==> src/rtl/cache_mem_arbiter.sv <==
// Arbitrates icache and dcache word requests onto a single-ported RAM and
// returns completions. The dcache normally wins; a streak counter bounds icache starvation.
module cache_mem_arbiter #(
    parameter int          MAX_DSTREAK = 4,
    parameter logic [31:0] ERR_WORD    = 32'hBAD1BAD1
) (
    input  logic        CLK,
    input  logic        nRST,
    input  logic        iREN,
    input  logic [31:0] iaddr,
    output logic        iwait,
    output logic [31:0] iload,
    input  logic        dREN,
    input  logic        dWEN,
    input  logic [31:0] daddr,
    input  logic [31:0] dstore,
    output logic        dwait,
    output logic [31:0] dload,
    output logic        ramREN,
    output logic        ramWEN,
    output logic [31:0] ramaddr,
    output logic [31:0] ramstore,
    input  logic [31:0] ramload,
    input  logic [1:0]  ramstate,
    output logic        bus_err,
    output logic [1:0]  state_dbg
);
    localparam int SW = $clog2(MAX_DSTREAK + 1);

    localparam logic [1:0] RAM_ACCESS = 2'd2;
    localparam logic [1:0] RAM_ERROR  = 2'd3;

    typedef enum logic [1:0] {
        IDLE   = 2'd0,
        IGRANT = 2'd1,
        DGRANT = 2'd2
    } state_t;

    state_t        state_q, state_d;
    logic [SW-1:0] dstreak_q, dstreak_d;
    logic          bus_err_q, bus_err_d;

    logic d_req;
    logic streak_full;

    assign d_req       = dREN | dWEN;
    assign streak_full = (dstreak_q == SW'(MAX_DSTREAK));

    always_ff @(posedge CLK or negedge nRST) begin
        if (!nRST) begin
            state_q   <= IDLE;
            dstreak_q <= '0;
            bus_err_q <= 1'b0;
        end else begin
            state_q   <= state_d;
            dstreak_q <= dstreak_d;
            bus_err_q <= bus_err_d;
        end
    end

    always_comb begin
        state_d   = state_q;
        dstreak_d = dstreak_q;
        bus_err_d = bus_err_q;
        case (state_q)
            IDLE: begin
                // Streak only counts dcache wins that made a waiting icache wait longer.
                if (d_req && !(iREN && streak_full)) begin
                    state_d = DGRANT;
                    if (!iREN)
                        dstreak_d = '0;
                    else if (!streak_full)
                        dstreak_d = dstreak_q + SW'(1);
                end else if (iREN) begin
                    state_d   = IGRANT;
                    dstreak_d = '0;
                end
            end
            IGRANT: begin
                if (!iREN || ramstate == RAM_ACCESS)
                    state_d = IDLE;
                else if (ramstate == RAM_ERROR) begin
                    state_d   = IDLE;
                    bus_err_d = 1'b1;
                end
            end
            DGRANT: begin
                if (!d_req || ramstate == RAM_ACCESS)
                    state_d = IDLE;
                else if (ramstate == RAM_ERROR) begin
                    state_d   = IDLE;
                    bus_err_d = 1'b1;
                end
            end
            default: state_d = IDLE;
        endcase
    end

    always_comb begin
        iwait    = 1'b1;
        iload    = '0;
        dwait    = 1'b1;
        dload    = '0;
        ramREN   = 1'b0;
        ramWEN   = 1'b0;
        ramaddr  = '0;
        ramstore = '0;
        case (state_q)
            IGRANT: begin
                ramREN  = iREN;
                ramaddr = iaddr;
                if (iREN && ramstate == RAM_ACCESS) begin
                    iwait = 1'b0;
                    iload = ramload;
                end else if (iREN && ramstate == RAM_ERROR) begin
                    iwait = 1'b0;
                    iload = ERR_WORD;
                end
            end
            DGRANT: begin
                ramWEN   = dWEN;
                ramREN   = dREN & ~dWEN;
                ramaddr  = daddr;
                ramstore = dstore;
                if (d_req && ramstate == RAM_ACCESS) begin
                    dwait = 1'b0;
                    dload = ramload;
                end else if (d_req && ramstate == RAM_ERROR) begin
                    dwait = 1'b0;
                    dload = ERR_WORD;
                end
            end
            default: ;
        endcase
    end

    assign bus_err   = bus_err_q;
    assign state_dbg = state_q;
endmodule

==> config.mk <==
export PLATFORM = sky130hd
export DESIGN_NAME = cache_mem_arbiter
export DESIGN_NICKNAME = d
export VERILOG_FILES = /design/src/rtl/cache_mem_arbiter.sv
export SDC_FILE = /design/constraint.sdc
export NUM_CORES = 1
export LEC_CHECK = 0
export ABC_AREA = 1
export CORE_AREA = 2 2 103 105
export DETAILED_ROUTE_END_ITERATION = 6
export DIE_AREA = 0 0 105 107
export PLACE_DENSITY_LB_ADDON = 0.05
export SYNTH_ARGS = -nofsm -noshare
export SYNTH_HDL_FRONTEND = slang
export SYNTH_SLANG_ARGS = --single-unit
==> constraint.sdc <==
create_clock -name CLK -period 1.5 [get_ports CLK]
set_clock_uncertainty 0.2 [all_clocks]
set_input_delay 0.225 -clock CLK [delete_from_list [all_inputs] [get_ports CLK]]
set_output_delay 0.225 -clock CLK [all_outputs]
set_load 0.005 [all_outputs]
==> summary.md <==
| Metric | Value |
|---|---|
| Max-Cap Viols | 0 |
| Largest family of logic cells by synthesized area | simple AND/OR/NAND/NOR gates |
| Worst reg2reg path depth | 12 |
| Hold Path Class | in -> async |
| Worst-case clock buffer depth | 2 |
| Port Buf Inserts | 269 |
| Mapped Cells | 355 |
| Rows | 37 |
| Via Count | 3545 |
| Most frequent cells in the layout | clkdlybuf4s50_1, buf_2, nand2_1 |
| Gr ovfl total | 0 |
| Synth Flop Type | dfrtp_1 |
| Post-synth EDFFs | 0 |
| Clk pwr share | 3.5% |
| Initial core utilization | 18.2% |
| DIE HEIGHT | 107 µm |
| Synthesized Nets | 496 |
| Dominant cells by area after synthesis | nand2_1, a21oi_1, inv_1 |
| Antenna violations before repair | 0 |
| Slew HR | 82.1% |
| Routed Antenna Nets | 0 |
| Kind of critical path | reg -> out |
| Ant diodes | 0 |
| Comb power frac | 92.9% |
| Status | finished, violations left |
| CTS root buf | clkbuf_8 |
| GPL Wtd Cong | 0.794 |
| # H-tree levels | 1 |
| Post-synthesis adder-cell area fraction | 4.10% |
| Final Core Density | 59.0% |
| Hold Vio Cnt, Final | 0 |
| Clock latency on the worst-skew pair | 0.23 ns |
| Fraction of registers with async set/reset | 100% |
| Sink Count | 6 |
| Final worst-path setup slack | -0.580 ns |
| Worst slew pin tran | 0.268 ns |
| Largest area contributor in the netlist | nand2_1 |
| Fin crit share | 139% |
| Placement Cell Area | 0.00501 mm² |
| Sequential fraction of the synthesis area | 8.19% |
| Leakage | 3.17 nW |
| Mapped Area | 0.00183 mm² |
| Synth Area in Simple Gates | 40.2% |
| Die Wd | 105 µm |
| Share of power burned in registers | 3.6% |
| Fin area | 0.00595 mm² |
| Layout net count | 842 |
| Worst Setup SP | state_dbg[1] |
| CTS tree | built |
| Via density | 4.25 |
| CP endpoint | ramaddr[25] |
| RSZ-0062 raised after global routing | yes |
| Largest net degree at the start of global routing | 17 |
| Design Power | 7.04 mW |
| Post-route minimum period | 2.08 ns |
| Yosys top cell area share | 24.0% |
| VDD IR max | 863 µV |
| Final Slew Violations | 0 |
| Psw | 3.05 mW |
| Drc violations | 0 |
| Vias in the first global route | 3438 |
| Pint | 3.99 mW |
| First-pass GRT wire length | 19400 µm |
| FF-to-FF Start | state_dbg[1] |
| Number of buffers created by CTS | 3 |
| Commonest non-fill, non-tap cell in the layout | clkdlybuf4s50_1 |
| Final setup viols | 135 |
| Pre-Repair DR Iteration Count | 5 |
| Crit Path Max Fanout | 6 |
| Multiplexer share of the synthesized area | 0% |
| Hold slack | 0.0359 ns |
| All-Layer GR Usage | 21.6% |
| Share of layout cells above drive strength 1 | 56.5% |
| Max frequency | 481 MHz |
| Worst Setup End Kind | output port |
| Routed WL | 13400 µm |
| Crit path launch type | register |
| DRT iter0 DRCs | 119 |
| I/O Pins | 270 |
| Clock-pin slew on the worst setup and hold paths | 0.04 ns |
| RR Endpoint | state_dbg[1] |
| Routed WL per cell | 16.0 µm |
| Fillcell total | 970 |
| Layout area overhead | 225% |
| Avg Cell Area, Syn | 5.16 µm² |
| Core Area | 0.0101 mm² |
| Failing checks | negative setup slack |
| Critical Path RT | 1.07 ns |
| Pwr/cell area | 1180 mW/mm² |
| Post-Synth XOR/XNOR Area | 0.478% |
| Switching portion of total power | 43.3% |
| Synthesis-stage register bit count | 6 |
| Die area | 0.0112 mm² |
| Ys Warns | 0 |
| Post-synth cell types | 26 |
| Final HPWL DP | 9230 µm |
| Reg-to-reg slack, setup | -0.39 ns |
| Setup tns final | -57.00 ns |
| Arr. time, crit path | 1.65 ns |
| Post-synthesis compound-gate area fraction | 22.5% |
synthesized netlist by cell type (2+ instances only):
library cell,instances
nor2_8,2
inv_1,75
ha_1,6
nor3_1,14
buf_2,12
buf_1,3
buf_4,4
dfrtp_1,6
nand3_1,4
nor2_1,16
buf_6,4
a21oi_2,9
a21oi_1,61
nand4_1,3
nand2_4,2
inv_2,5
nand2_1,117
o21ai_0,4
cell families (layout without fill, tap and decap cells):
family,Yosys count,after routing
AO/OA/AOI/OAI,75,75
XOR/XNOR,1,1
adder cells (fa/ha/maj),6,6
buffers and inverters,104,448
flip-flops,6,6
AND/OR/NAND/NOR,163,163
critical path: stages (launching register included):
cell and delay, ns:
dfrtp_1 0.39, buf_6 0.12, ha_4 0.20, buf_6 0.17, buf_12 0.11, buf_16 0.10
nand2_1 0.05, a21oi_1 0.14, buf_2 0.15
cell type report:
class	count	area, µm²	share of cell area (%)
timing repair buffer	365	3360	56.5
multi-input combinational	245	1920	32.2
sequential	6	150	2.52
tap	136	170	2.86
inverter	80	313	5.26
clock buffer	3	41.3	0.694
worst min path at each step:
stage                     startpoint      endpoint  slack (ns)  cells after the start
after global routing            nRST  state_dbg[1]        0.06                      1
after floorplan                 nRST       bus_err       -0.27                      0
after global placement          nRST  state_dbg[0]        0.27                      1
after CTS                       nRST  state_dbg[1]        0.04                      1
after detailed placement     bus_err       bus_err        0.27                      1
final                           nRST  state_dbg[1]        0.04                      1
per-stage QoR:
step | instances | setup WS (ns)
3_5_place_dp | 762 | -0.844
4_1_cts | 829 | -0.629
2_1_floorplan | 355 | -0.0918
5_1_grt | 835 | -0.650
3_3_place_gp | 762 | -0.809
6_report | 835 | -0.580
state kept, by name (all words and copies together), names as in the netlist:
register,flops
dstreak_q,3
state_dbg,2
bus_err,1
routing by layer:
metal / vias to the layer above / GRT usage, % / wire length [µm] / share of wire (%)
met5: - / 0 / 0 / 0
met4: 0 / 5.52 / 302 / 2.3
met3: 23 / 2.98 / 637 / 4.8
met2: 112 / 42.1 / 7290 / 54
met1: 1631 / 24.6 / 5160 / 39
li1: 1779 / - / - / -
power by group through the flow:
stage	registers, mW	logic, mW	clock network [mW]
final	0.253	6.54	0.247
after CTS	0.254	5.96	0.255
after global placement	0.253	4.27	0
after floorplan	0.260	1.84	0
after global routing	0.264	6.98	0.262
after detailed placement	0.256	4.30	0
what timing repair did:
| item | 4_1_cts | 5_1_grt |
|---|---|---|
| hold endpoints to repair | 0 | 0 |
| gates cloned | 5 | 4 |
| hold buffers | 0 | 0 |
| pin swaps | 22 | 30 |
| setup buffers | 61 | 11 |
| setup endpoints to repair | 140 | 138 |
| gates resized for setup | 656 | 110 |
(Power assumes the default switching activity.)
